[src/rtl/mdr_mem_port.sv]
// rtl/mdr_mem_port.sv - Mini SRC memory data register with req/ack memory port and wait timeout
// Optional even-parity check of memory read data is enabled by defining MDR_PARITY_EN.
module mdr_mem_port #(
  parameter int DATA_WIDTH     = 32,
  parameter int TIMEOUT_CYCLES = 15
) (
  input  logic                  clock,
  input  logic                  clear,
  input  logic [DATA_WIDTH-1:0] BusMuxOut,
  input  logic                  MDRin,
  input  logic                  read,
  input  logic                  write,
  input  logic [DATA_WIDTH-1:0] Mdatain,
  input  logic                  mem_ack,
`ifdef MDR_PARITY_EN
  input  logic                  mem_parity,
  output logic                  parity_err,
`endif
  output logic                  mem_req,
  output logic                  mem_we,
  output logic [DATA_WIDTH-1:0] mem_wdata,
  output logic [DATA_WIDTH-1:0] out,
  output logic                  busy,
  output logic                  done,
  output logic                  timeout_err
);

  localparam int CW = $clog2(TIMEOUT_CYCLES) + 1;
  localparam logic [CW-1:0] LAST_WAIT = CW'(TIMEOUT_CYCLES - 1);

  typedef enum logic [1:0] {S_IDLE, S_RD_WAIT, S_WR_WAIT} state_t;

  state_t                r_state, w_state_nxt;
  logic [DATA_WIDTH-1:0] r_out, w_out_nxt;
  logic [CW-1:0]         r_cnt, w_cnt_nxt;
  logic                  r_req, w_req_nxt;
  logic                  r_we, w_we_nxt;
  logic                  r_busy, w_busy_nxt;
  logic                  r_done, w_done_nxt;
  logic                  r_terr, w_terr_nxt;
`ifdef MDR_PARITY_EN
  logic                  r_perr, w_perr_nxt;
`endif

  always_comb begin
    w_state_nxt = r_state;
    w_out_nxt   = r_out;
    w_cnt_nxt   = r_cnt;
    w_req_nxt   = r_req;
    w_we_nxt    = r_we;
    w_done_nxt  = 1'b0;
    w_terr_nxt  = r_terr;
`ifdef MDR_PARITY_EN
    w_perr_nxt  = r_perr;
`endif
    case (r_state)
      S_IDLE: begin
        if (MDRin && read) begin
          w_state_nxt = S_RD_WAIT;
          w_req_nxt   = 1'b1;
          w_we_nxt    = 1'b0;
          w_cnt_nxt   = '0;
          w_terr_nxt  = 1'b0;
        end else begin
          if (MDRin) w_out_nxt = BusMuxOut;
          // A write started with a bus load carries the new value: out is frozen in WR_WAIT.
          if (write) begin
            w_state_nxt = S_WR_WAIT;
            w_req_nxt   = 1'b1;
            w_we_nxt    = 1'b1;
            w_cnt_nxt   = '0;
            w_terr_nxt  = 1'b0;
          end
        end
      end
      S_RD_WAIT, S_WR_WAIT: begin
        if (mem_ack) begin
          if (r_state == S_RD_WAIT) begin
            w_out_nxt = Mdatain;
`ifdef MDR_PARITY_EN
            if ((^Mdatain) != mem_parity) w_perr_nxt = 1'b1;
`endif
          end
          w_state_nxt = S_IDLE;
          w_req_nxt   = 1'b0;
          w_done_nxt  = 1'b1;
        end else if (r_cnt == LAST_WAIT) begin
          w_state_nxt = S_IDLE;
          w_req_nxt   = 1'b0;
          w_terr_nxt  = 1'b1;
        end else begin
          w_cnt_nxt = r_cnt + CW'(1);
        end
      end
      default: w_state_nxt = S_IDLE;
    endcase
    w_busy_nxt = (w_state_nxt != S_IDLE);
  end

  always_ff @(posedge clock) begin
    if (clear) begin
      r_state <= S_IDLE;
      r_out   <= '0;
      r_cnt   <= '0;
      r_req   <= 1'b0;
      r_we    <= 1'b0;
      r_busy  <= 1'b0;
      r_done  <= 1'b0;
      r_terr  <= 1'b0;
`ifdef MDR_PARITY_EN
      r_perr  <= 1'b0;
`endif
    end else begin
      r_state <= w_state_nxt;
      r_out   <= w_out_nxt;
      r_cnt   <= w_cnt_nxt;
      r_req   <= w_req_nxt;
      r_we    <= w_we_nxt;
      r_busy  <= w_busy_nxt;
      r_done  <= w_done_nxt;
      r_terr  <= w_terr_nxt;
`ifdef MDR_PARITY_EN
      r_perr  <= w_perr_nxt;
`endif
    end
  end

  assign out         = r_out;
  assign mem_wdata   = r_out;
  assign mem_req     = r_req;
  assign mem_we      = r_we;
  assign busy        = r_busy;
  assign done        = r_done;
  assign timeout_err = r_terr;
`ifdef MDR_PARITY_EN
  assign parity_err  = r_perr;
`endif

endmodule

[config.mk]
export PLATFORM = sky130hd
export DESIGN_NAME = mdr_mem_port
export DESIGN_NICKNAME = d
export VERILOG_FILES = /design/src/rtl/mdr_mem_port.sv
export SDC_FILE = /design/constraint.sdc
export NUM_CORES = 1
export LEC_CHECK = 0
export ABC_AREA = 0
export BUFFER_PORTS_ARGS = -buffer_cell sky130_fd_sc_hd__buf_2
export CAP_MARGIN = 20
export CORE_ASPECT_RATIO = 1.4
export CORE_MARGIN = 2
export CORE_UTILIZATION = 48
export DETAILED_ROUTE_END_ITERATION = 16
export PLACE_DENSITY = 0.95
export SLEW_MARGIN = 10
export SYNTH_ARGS = -nofsm -noshare
export SYNTH_HDL_FRONTEND = slang
export SYNTH_SLANG_ARGS = --single-unit
[constraint.sdc]
create_clock -name clock -period 3.33 [get_ports clock]
set_clock_uncertainty 0.2 [all_clocks]
set_input_delay 0.1665 -clock clock [delete_from_list [all_inputs] [get_ports clock]]
set_output_delay 0.1665 -clock clock [all_outputs]
set_load 0.1 [all_outputs]
After elaboration in Yosys (flattened, before gate mapping). Index checks and enable logic that the tools add are counted.

Add/sub/neg operators: 1. Reductions and logical operators: 12. Equality and inequality tests: 12. Multiplexer cells: 27. Bitwise gates (word level): 1.

Operators with widths (number): two-way mux 32 bit (4); case mux 32 bit (2 select lines) (1); two-way mux 5 bit (4); != test 2 bit (second input constant) (7); two-way mux 1 bit (10); case mux 5 bit (2 select lines) (1); two-way mux 2 bit (4); AND reduction 4 bit (2); != test 3 bit (second input constant) (2); nonzero test 2 bit (3); adder 5 x 1 -> 5 bit (second input constant) (1); equality test 5 x 4 -> 1 bit (second input constant) (1); AND reduction 5 bit (1); case mux 1 bit (2 select lines) (2); case mux 2 bit (2 select lines) (1); OR reduction 2 bit (2); AND reduction 3 bit (1); equality test 2 x 1 -> 1 bit (second input constant) (1); equality test 2 bit (second input constant) (1); logical NOT 2 bit (1); AND reduction 2 bit (1); logical AND 1 bit (1); NOT 1 bit (1).

Bits in registers: 44. Logic and storage cells: 61.

Depth between registers and ports, before layout. Gate-level depths: netlist (run 1).

Depth after elaboration: 5. Gate-level depth with buffers: 7. Mapped depth without buffers: 6.

Worst setup path before layout (run 1). Ideal clock, no wire load.

Kind: register -> register. Start point: register r_state[0]. End point: register r_out[10] (netlist: mem_wdata[10]). Arrival: 1.821 ns. Cell stages (with the launch flop): 8. Required time: 3.049 ns. Clock period less this slack: 2.101 ns. Path slack: 1.229 ns. Library setup time: 0.081 ns. Path through: dfxtp_1 > inv_1 > ha_1 > clkbuf_1 > a2111oi_4 > buf_6 > nor2_1 > a211oi_2.

Longest elaborated chain between the ends: 4. Elaborated cells between the ends (all ways): 11. Those cells by class: eq/ne: 6; mux: 1; reduce/logical: 4.

Ends and longest elaborated chain: start: declaration (line 33) `state_t r_state, w_state_nxt;`; start signal: assignment (line 114) `r_state <= w_state_nxt;`; equality test 2 x 1 -> 1 bit or equality test 2 bit (tied branches) (line 56, 78); OR reduction 2 bit (line 56) `case (r_state)`; != test 2 bit (no line) or nonzero test 2 bit (tied branches); AND reduction 5 bit (no line); end signal: assignment (line 115) `r_out <= w_out_nxt;`; end: declaration (line 34) `logic [DATA_WIDTH-1:0] r_out, w_out_nxt;`.

Parallel ways exist; a longest one is shown, timed or not. A chain may end at the register's enable or synchronous reset.

Final worst setup path (run 1).
Start point: register r_state[0]. End point: register r_out[0] (netlist: mem_wdata[0]).

The elaborated chain is that of the path after synthesis.

==> metrics.csv, run 1 <==
metric,value,unit
dieArea,0.00578,mm2
worstSetupPathType,reg2reg,
hold-path-cell-count,3,
setup_viol,0,
syn_nets,331,
slew_headroom,55.9,%
insertion_delay,290,ps
cp.depth,7,
wl_per_cell,13.6,um
arrival,2400,ps
rsz0062_at_grt,false,
syn_inst,256,
vias,2240,
portBuffers,138,
fin_area,0.00311,mm2
min_period,2400,ps
total_power,2.57,mW
cp_top_family,buffers and inverters,
first_pass_iters,4,
synthAdderAreaFrac,2.51,%
grt_pass1_vias,1990,
fillers,406,
postCtsHoldBufs,4,
nets,433,
synth_top_family_by_area,compound AO/OA/AOI/OAI gates,
crit_chain,inv_1 > ha_2 > nor2b_1 > a2111oi_4 > buf_4 > nor2_1 > a211oi_1,
cp-startpoint,r_state[0]$_SDFF_PP0_,
cts_resized,0,
synth-xor-area-share,0,%
cts-htree-levels,2,
worst-path-max-fanout,52,
r2r_cells,7,
fp-row-count,31,
maxCapViolCount,0,
slew_violations,0,
ys_warn_count,0,
path_buf_inv,2,
cts_made_buffers,5,
final_cell_mix,"138 x buf_2, 44 x dfxtp_1, 36 x nor2_1",
hold_viol,0,
clk_pin_slew,80,ps
remaining_drc_errors,0,
yosysSeqAreaShare,35.4,%
insertedDiodeCount,0,
cellLeakagePower,1.45,nW
tns,0,ps
antenna_found_initial,0,
gp_congestion,0.789,
drive_gt1_share,51.0,%
fmax,417,MHz
synth_compound_area_share,24.4,%
dp_hpwl,4300,um
grt_usage,18.6,%
ir_worst_vdd,0.000368,V
r2r-start,r_state[0]$_SDFF_PP0_,
syn_area,0.00249,mm2
dieWidth,64.9,um
max_slew.worst_pin.slew,662,ps
power_density,824,mW/mm2
core,0.00508,mm2
grt_start_max_net_pins,53,
worstSetupStartpointType,register,
crit_path_end_kind,register,
cts_setup_buffers,0,
cts_tree,built,
ys_ff_latch,44,
async_flop_share,0,%
clock-sinks,44,
start_util,49.0,%
synth-main-ff-cell,dfxtp_1,
viasPerCell,5.27,
postRouteAntennaNets,0,
avgSynthCellArea,9.72,um2
die_y,89.2,um
clockRootBuffer,clkbuf_8,
grt_first_pass_wirelength,8520,um
drt-initial-drc-count,96,
synth.distinct_cells,36,
synth_mux_area_share,12.9,%
synth_edf_count,0,
min_from,BusMuxOut[30],
grt-ovfl-total,0,
layout_worst_path_cycle_share,72.1,%
io_pins,139,
crit_required,3330,ps
mostFrequentLayoutCell,buf_2,
synthSimpleGateAreaFrac,10.1,%
hold_path_class,in2reg,
clock_path_buffers,2,
worst_path_max_delay_cell,buf_4,
syn2layout_area_growth,25.1,%
max_stage_delay,560,ps
routed_wl,5770,um
status,finished clean,
place_area,0.00295,mm2
## sequential cells by signal, indices dropped and copies added (netlist names)
signal and flops:
mem_req 1, r_state 2, mem_wdata 32, timeout_err 1, done 1, mem_we 1
r_cnt 5, busy 1
## logic make-up after synthesis
| logic type | after synthesis |
|---|---|
| fa+ha+maj | 5 |
| simple gates | 58 |
| flops | 44 |
| buf+inv | 56 |
| compound gates | 61 |
| mux | 32 |
## metrics by stage
stage               util [%]  std cells  setup WS, ps  hold WS, ps
floorplan                  -        256          1230         75.3
global placement        58.0        413          1070          201
detailed placement      58.0        413           946          210
CTS                     61.3        425           935         16.5
global route            61.3        425           773         41.4
finish                  61.3        425           930         23.5
## final cells by class
class	count	area, um2	area share, %
multi-input combinational	156	1240	40.0
clock inverter	1	30.0	0.964
inverter	5	18.8	0.603
sequential	44	881	28.3
tap	66	82.6	2.65
timing repair buffer	146	761	24.4
clock buffer	7	96.3	3.09
## synthesized netlist by cell type (2+ instances only)
cell type,n,area [um2]
ha_1,5,62.6
clkbuf_1,10,37.5
dfxtp_1,44,881
buf_1,2,7.51
a211oi_1,8,60.1
inv_1,5,18.8
o21ai_0,7,35.0
a31oi_1,3,18.8
a21oi_1,2,10.0
nand2_1,8,30.0
mux2i_1,32,320
nor2b_1,2,12.5
o221a_2,2,22.5
a211oi_2,28,350
buf_6,3,33.8
nor2_1,36,135
buf_4,35,263
nand3_1,6,30.0
## worst reg2reg max path, delay by kind of cell (launching register included)
kind | cells | cell delay, ps
AND/OR/NAND/NOR | 2 | 280
flip-flops | 1 | 380
AO/OA/AOI/OAI | 2 | 480
adder cells (fa/ha/maj) | 1 | 300
buffers and inverters | 2 | 670
## metal layers
layer / vias to the layer above / wire [um] / global-route usage, %
met2: 94 / 3060 / 36.7
met5: - / 0 / 0
met4: 0 / 134 / 8.70
li1: 1088 / - / -
met3: 12 / 371 / 3.02
met1: 1046 / 2200 / 18.8
## report_power, final
group	total, mW	internal (mW)	switching [mW]
Clock	0.440	0.265	0.175
Sequential	0.648	0.599	0.0493
Combinational	1.48	0.260	1.22
Total	2.57	1.12	1.44
## final timing paths
path,endpoint,slack [ps]
setup / recovery,mem_wdata[0]$_SDFFE_PP0P_,930
hold / removal,mem_wdata[30]$_SDFFE_PP0P_,20
setup reg to reg,mem_wdata[0]$_SDFFE_PP0P_,930
hold reg to reg,mem_wdata[30]$_SDFFE_PP0P_,320
Power figures use the tool's default switching activity.
==> run 2: changes to the inputs <==
--- a/config.mk
+++ b/config.mk
@@ -10,9 +10,9 @@
 export CAP_MARGIN = 20
 export CORE_ASPECT_RATIO = 1.4
 export CORE_MARGIN = 2
-export CORE_UTILIZATION = 48
+export CORE_UTILIZATION = 40
 export DETAILED_ROUTE_END_ITERATION = 16
-export PLACE_DENSITY = 0.95
+export PLACE_DENSITY = 0.87
 export SLEW_MARGIN = 10
 export SYNTH_ARGS = -nofsm -noshare
 export SYNTH_HDL_FRONTEND = slang
==> constraint.sdc (replaced) <==
create_clock -name clock -period 2.1 [get_ports clock]
set_clock_uncertainty 0.2 [all_clocks]
set_input_delay 0.105 -clock clock [delete_from_list [all_inputs] [get_ports clock]]
set_output_delay 0.105 -clock clock [all_outputs]
set_load 0.1 [all_outputs]
==> run 2 against run 1 <==
  * Sequential share of layout area down 5.2 points
  * Core utilization is 1.1 points higher
  * Routed wire length grew 31%
  * Largest cell class is now buffers
  * Non-clock buffer count increased by 65
  * Largest power group unchanged
  * Final cell count grew 17%
==> metrics.csv, run 2 (synthesized netlist as in run 1, its figures left out) <==
metric,value,unit,change
clock_path_buffers,2,,unchanged
r2r_cells,9,,+2
setup_viol,0,,unchanged
status,finished clean,,
start_util,40.6,%,-8.4 points
insertion_delay,290,ps,about the same
crit_path_end_kind,register,,
cts_made_buffers,5,,unchanged
drive_gt1_share,47.9,%,-3.1 points
fin_area,0.00382,mm2,+23%
hold_viol,0,,unchanged
wl_per_cell,15.3,um,+12%
grt_start_max_net_pins,43,,-19%
routed_wl,7570,um,+31%
crit_required,2110,ps,-1220 ps
power_density,1120,mW/mm2,+36%
io_pins,139,,unchanged
clk_pin_slew,90,ps,about the same
worst-path-max-fanout,5,,-90%
max_slew.worst_pin.slew,582,ps,-79.5 ps
rsz0062_at_grt,true,,
dieArea,0.00688,mm2,+19%
clockRootBuffer,clkbuf_8,,
remaining_drc_errors,0,,unchanged
slew_headroom,61.2,%,+5.3 points
fillers,488,,+20%
cts_tree,built,,
vias,2550,,+14%
dp_cells,424,,+2.7%
grt-ovfl-total,0,,unchanged
arrival,2080,ps,-320 ps
cellLeakagePower,1.76,nW,+21%
fp-row-count,34,,+9.7%
final_cells,496,,+17%
syn2layout_area_growth,53.7,%,
maxCapViolCount,0,,unchanged
fmax,483,MHz,+16%
slew_violations,0,,unchanged
setup_slack,29.7,ps,-900 ps
layout_worst_path_cycle_share,98.6,%,+27 points
worstSetupStartpointType,register,,
dp_slack,-13.3,ps,-959 ps
worst_hold_slack,4.97,ps,-18.5 ps
gp_congestion,0.765,,-3.1%
hold-path-cell-count,3,,unchanged
antenna_found_initial,0,,unchanged
dieWidth,70.7,um,+9.0%
portBuffers,138,,unchanged
worstSetupPathType,reg2reg,,
tns,0,ps,unchanged
place_area,0.00301,mm2,+2.0%
cts-htree-levels,2,,unchanged
grt_pass1_vias,2501,,+26%
insertedDiodeCount,0,,unchanged
die_y,97.3,um,+9.1%
hold_path_class,in2reg,,
grt_usage,20.1,%,+1.5 points
clock-sinks,44,,unchanged
nets,498,,+15%
viasPerCell,5.14,,-2.5%
min_period,2070,ps,-330 ps
largest_reg_flops,32,,unchanged
drt-initial-drc-count,73,,-24%
first_pass_iters,4,,unchanged
core,0.00613,mm2,+21%
grt_first_pass_wirelength,11200,um,+31%
ir_worst_vdd,0.000465,V,+26%
dp_hpwl,4310,um,+0.44%
postRouteAntennaNets,0,,unchanged
mostFrequentLayoutCell,buf_2,,
final_cell_mix,"138 x buf_2, 55 x dlygate4sd3_1, 42 x dfxtp_1",,
[run 2: final timing paths]
path	slack [ps]	end	start
min	5	mem_wdata[12]$_SDFFE_PP0P_	Mdatain[12]
max	30	mem_wdata[12]$_SDFFE_PP0P_	r_state[0]$_SDFF_PP0_
min reg2reg	300	mem_req$_SDFFE_PP0P_	mem_req$_SDFFE_PP0P_
max reg2reg	30	mem_wdata[12]$_SDFFE_PP0P_	r_state[0]$_SDFF_PP0_
[run 2: worst max-delay path: stages (launching register included)]
cell and delay [ps]:
dfxtp_2 360, inv_4 50, ha_4 240, nor2b_4 130
a2111oi_4 330, buf_4 200, buf_6 110, clkbuf_16 140
nor2_1 40, a211oi_2 170
[run 2: timing repair]
| action | 4_1_cts | 5_1_grt |
|---|---|---|
| endpoints found under the setup margin | 3 | 33 |
| cloned | 0 | 4 |
| hold endpoints to repair | 30 | 0 |
| gates resized for setup | 2 | 15 |
| pin swaps | 0 | 4 |
| setup buffers | 0 | 5 |
| hold buffers | 55 | 0 |
[run 2: final cells by class]
class	count	area, um2	share of cell area, %
Timing Repair Buffer	211	1440	37.7
Clock buffer	6	82.6	2.16
Multi-Input combinational cell	156	1270	33.1
Clock inverter	2	38.8	1.01
Inverter	5	21.3	0.556
Sequential cell	44	883	23.1
Tap cell	72	90.1	2.36
[run 2: stage by stage]
step / util [%] / power [mW]
after floorplan: - / 3.20
after global placement: 49.1 / 3.37
after detailed placement: 49.1 / 3.41
after CTS: 60.2 / 4.18
after global routing: 62.4 / 4.44
final: 62.4 / 4.28
[run 2: layer usage]
layer | share of wire [%] | track usage [%] | routed length, um
met1 | 35 | 18.7 | 2630
met2 | 58 | 41.7 | 4370
met3 | 4.9 | 3.22 | 367
met4 | 2.7 | 7.11 | 206
met5 | 0 | 0 | 0
[run 2: power breakdown]
| part | internal, mW | leakage [nW] | switching, mW |
|---|---|---|---|
| sequential | 0.950 | 0.364 | 0.0798 |
| combinational | 0.565 | 1.33 | 2.00 |
| clock | 0.389 | 0.0614 | 0.299 |
